**src/rtl/seq_rbs_sub.sv**
```systemverilog
// Multi-cycle ripple-borrow subtractor: C_CHUNK bits of a-b per clock, borrow
// carried across cycles in a register, result returned as {borrow, difference}.

module seq_rbs_sub_bit (
  input  logic a,
  input  logic b,
  input  logic bin,
  output logic d,
  output logic bout
);
  assign d    = a ^ b ^ bin;
  assign bout = (~a & b) | (~a & bin) | (b & bin);
endmodule

module seq_rbs_sub #(
  parameter int C_WIDTH = 16,
  parameter int C_CHUNK = 4
) (
  input  logic               clk,
  input  logic               rst_n,
  input  logic               in_valid,
  output logic               in_ready,
  input  logic [C_WIDTH-1:0] din_a,
  input  logic [C_WIDTH-1:0] din_b,
  output logic               out_valid,
  input  logic               out_ready,
  output logic [C_WIDTH:0]   dout
);
  localparam int N  = C_WIDTH / C_CHUNK;
  localparam int KW = (N > 1) ? $clog2(N) : 1;

  typedef enum logic [1:0] {S_IDLE, S_CALC, S_DONE} state_e;

  state_e             state_q, state_d;
  logic [KW-1:0]      k_q, k_d;
  logic               borrow_q, borrow_d;
  logic [C_WIDTH-1:0] a_q, a_d, b_q, b_d, res_q, res_d;

  logic [C_CHUNK-1:0] a_sl, b_sl, d_sl;
  logic [C_CHUNK:0]   bchain;

  assign a_sl      = a_q[k_q*C_CHUNK +: C_CHUNK];
  assign b_sl      = b_q[k_q*C_CHUNK +: C_CHUNK];
  assign bchain[0] = borrow_q;

  // One borrow cell per bit of the chunk; the chain length is C_CHUNK, not C_WIDTH.
  seq_rbs_sub_bit u_bit [C_CHUNK-1:0] (
    .a    (a_sl),
    .b    (b_sl),
    .bin  (bchain[C_CHUNK-1:0]),
    .d    (d_sl),
    .bout (bchain[C_CHUNK:1])
  );

  always_comb begin
    state_d  = state_q;
    k_d      = k_q;
    borrow_d = borrow_q;
    a_d      = a_q;
    b_d      = b_q;
    res_d    = res_q;
    case (state_q)
      S_IDLE: begin
        if (in_valid) begin
          a_d      = din_a;
          b_d      = din_b;
          borrow_d = 1'b0;
          k_d      = '0;
          state_d  = S_CALC;
        end
      end
      S_CALC: begin
        res_d[k_q*C_CHUNK +: C_CHUNK] = d_sl;
        borrow_d = bchain[C_CHUNK];
        k_d      = k_q + 1'b1;
        if (k_q == KW'(N - 1)) state_d = S_DONE;
      end
      S_DONE: begin
        if (out_ready) state_d = S_IDLE;
      end
      default: state_d = S_IDLE;
    endcase
  end

  always_ff @(posedge clk or negedge rst_n) begin
    if (!rst_n) begin
      state_q  <= S_IDLE;
      k_q      <= '0;
      borrow_q <= 1'b0;
      a_q      <= '0;
      b_q      <= '0;
      res_q    <= '0;
    end else begin
      state_q  <= state_d;
      k_q      <= k_d;
      borrow_q <= borrow_d;
      a_q      <= a_d;
      b_q      <= b_d;
      res_q    <= res_d;
    end
  end

  // Outputs come from state and registers only.
  assign in_ready  = (state_q == S_IDLE);
  assign out_valid = (state_q == S_DONE);
  assign dout      = {borrow_q, res_q};

endmodule

```
**config.mk**
```make
export PLATFORM = sky130hd
export DESIGN_NAME = seq_rbs_sub
export DESIGN_NICKNAME = d
export VERILOG_FILES = /design/src/rtl/seq_rbs_sub.sv
export SDC_FILE = /design/constraint.sdc
export NUM_CORES = 1
export LEC_CHECK = 0
export ABC_AREA = 1
export ABC_CLOCK_PERIOD_IN_PS = 4150
export CORE_ASPECT_RATIO = 1.25
export CORE_MARGIN = 2
export CORE_UTILIZATION = 55
export CTS_CLUSTER_SIZE = 25
export DETAILED_ROUTE_END_ITERATION = 16
export PLACE_DENSITY = 0.85
export SKIP_LAST_GASP = 1
export SYNTH_ARGS = -nofsm -noshare
export SYNTH_HDL_FRONTEND = slang
export SYNTH_SLANG_ARGS = --single-unit
```
**constraint.sdc**
```tcl
create_clock -name clk -period 4.15 [get_ports clk]
set_clock_uncertainty 0.15 [all_clocks]
set_input_delay 0.415 -clock clk [delete_from_list [all_inputs] [get_ports clk]]
set_output_delay 0.415 -clock clk [all_outputs]
set_load 0.01 [all_outputs]
```
==> results.py <==
metrics = {
    "drt": {
        "wl_met2_mm": 3.100,
        "top_layer_used": "met4",
        "routed_wl_mm": 5.795,
        "drtIter0Drc": 112,
        "antenna_left": 0,
        "post_drt_wl_per_cell_microns": 13.26,
        "viasPerCell": 5.112,
        "wl_met1_mm": 2.428,
        "dr.pass1.iters": 4,
        "met3WireLength_microns": 140,
        "vias": 2234,
        "drcViolationCount": 0,
    },
    "clocking": {
        "cts.sinks": 53,
        "cts_buffers": 5,
        "clk_pin_slew_ns": 0.10,
        "cts.repair.resized": 0,
        "root_buffer": "clkbuf_8",
        "cts_buffer_depth": 2,
        "insertion_delay_ns": 0.31,
        "cts_setup_buffers": 0,
        "ctsHoldBuffers": 0,
        "cts_tree": "built",
        "htreeDepth": 2,
    },
    "critical_path": {
        "reg2regPathDepth": 13,
        "crit_slowest_cell": "fa_1",
        "cp_data_required_time_ns": 4.26,
        "cp_slowest_stage_delay_ns": 0.57,
        "critPathMaxFanout": 15,
        "critPathLaunchType": "flip-flop",
        "worstPathArrival_ns": 3.31,
        "crit_path_end_kind": "flip-flop",
        "critPathKind": "flip-flop to flip-flop",
        "worstPathCellList": "inv_1, nor2_1, o21ai_0, nand2_1, fa_1, inv_1, fa_1, fa_1, fa_1, nand2_1, nor2_1, nand2_1, nand2_1",
        "worst-path-stages": 13,
        "path_buf_inv": 2,
        "critical-path-top-delay-family": "adder cells",
    },
    "finish": {
        "final_common_cell": "nand2_1",
        "final_cell_mix": "nand2_1, dfrtp_1, clkdlybuf4s50_1",
        "nNetsFinal": 421,
        "layout-drive-gt1-share_pct": 5.836,
        "syn_to_final_growth_pct": 22.50,
        "n_fill_cell": 418,
        "layout.cells.non_filler": 437,
        "regArea_sq_um": 1326,
        "multi_input_area_sq_um": 1175,
        "insertedDiodeCount": 0,
        "postLayoutCoreUtil_pct": 69.58,
        "fin_area_sq_um": 3291,
    },
    "sta": {
        "hold_viol_final": 0,
        "worst_slew_pin_slew_ns": 0.7960,
        "rsz0062_at_grt": "false",
        "slew_violations": 0,
        "fin_crit_sh_pct": 76.99,
        "setup_viol": 0,
        "relSlewSlack_pct": 46.77,
        "period_needed_ns": 3.195,
        "max_freq_mhz": 313.0,
        "finalSetupTns_ns": 0,
    },
    "power": {
        "peakVddDrop_uv": 366.2,
        "pwr_density_cell_nw_per_um2": 803.0,
        "leakage_nw": 1.655,
    },
    "global_routing": {
        "grt_max_degree": 54,
        "antenna_found_initial": 0,
        "grt_pass1_vias": 2283,
        "grt_pass1_wl_mm": 10.12,
        "grt_use_total_pct": 24.50,
        "grt_remaining_overflow": 0,
    },
    "place": {
        "placed_area_sq_um": 3208,
        "hpwl_mm": 4.262,
        "dp.cells": 429,
        "io_buffers": 54,
        "gp_congestion": 0.8795,
    },
    "die": {
        "fp.dieW_microns": 66.51,
        "start_util_pct": 56.80,
        "rows": 28,
        "die_h_microns": 82.14,
        "pin_count": 55,
        "core_sq_um": 4730,
        "die-area_sq_um": 5463,
    },
    "synth": {
        "synth_seq_cells": 53,
        "ys_warn_count": 0,
        "synthDistinctLibCells": 23,
        "synthCells": 328,
        "ys_seq_area_share_pct": 49.37,
        "syn_nets": 373,
        "synth.avg_cell_area_sq_um": 8.190,
        "netlist_area_sq_um": 2686,
    },
    "hold_path": {
        "hold_class": "input pin to asynchronous set/reset pin",
    },
    "flow_run": {
        "maxCapViolCount": 0,
    },
    "run_status": {
        "status": "finished, final reports clean",
    },
}
## kinds of logic (layout without fill, tap and decap cells)
| kind of cell | after synthesis | in the layout | share of synthesized area [%] |
|---|---|---|---|
| buf+inv | 34 | 83 | 6.893 |
| fa+ha+maj | 9 | 9 | 5.310 |
| compound gates | 19 | 19 | 4.006 |
| simple gates | 213 | 213 | 34.42 |
| flops | 53 | 53 | 49.37 |
## cell usage after synthesis
library cell  count  share of area (%)
nand2_2           2               0.47
o31ai_1           1               0.28
inv_2             1               0.14
clkbuf_1          1               0.14
buf_4             4                1.1
nand3_2           1               0.37
nor2_2            1               0.23
nor2_1           21                2.9
ha_1              5                2.3
nand3_1          47                8.8
nand4_1           3               0.70
nand2_1         134                 19
buf_2             8                1.5
nor2_8            1               0.75
nand3_4           1               0.65
inv_1            15                2.1
inv_4             1               0.23
buf_6             4                1.7
o21ai_0          14                2.6
dfrtp_1          53                 49
nand2_4           2               0.84
fa_1              4                3.0
o211ai_1          4                1.1
## power by group
group / leakage, nW / internal [mW] / switching [mW] / total, mW
Sequential: 0.679 / 0.739 / 0.160 / 0.899
Combinational: 0.931 / 0.561 / 0.893 / 1.45
Clock: 0.0450 / 0.118 / 0.172 / 0.289
## metrics by stage
stage,worst slack (ns),power [mW],hold slack [ns]
6_report,0.9548,2.642,0.05874
2_1_floorplan,1.311,1.912,-0.03059
5_1_grt,0.6951,2.907,0.1306
4_1_cts,0.9245,2.662,0.08778
3_5_place_dp,0.9559,2.374,0.3125
3_3_place_gp,1.098,2.328,0.3057
## area by class of cell
cell class,count,share of cell area [%]
inverter,17,2.015
sequential,53,40.30
timing repair buffer,58,17.19
multi-input combinational,241,35.70
clock buffer,6,2.205
tap,60,2.281
clock inverter,2,0.3042
## registers in the layout, indices dropped and copies added, names as in the netlist
signal and count:
res_q 16, state_q 2, a_q 16, borrow_q 1, b_q 16, k_q 2
## final timing paths
check,startpoint,end,slack (ns)
max,k_q[1],res_q[15],0.95
min,rst_n,a_q[9],0.06
max reg2reg,k_q[1],res_q[15],0.95
min reg2reg,b_q[15],b_q[15],0.33
max in group asynchronous,rst_n,b_q[11],3.34
min in group clk,b_q[15],b_q[15],0.33
## routing by layer
layer,GRT usage [%],up-vias
met4,10.00,0
met5,0,-
met1,27.94,1052
li1,-,1128
met3,3.930,8
met2,45.30,46
Note: power is estimated with default switching activity, not from simulation.
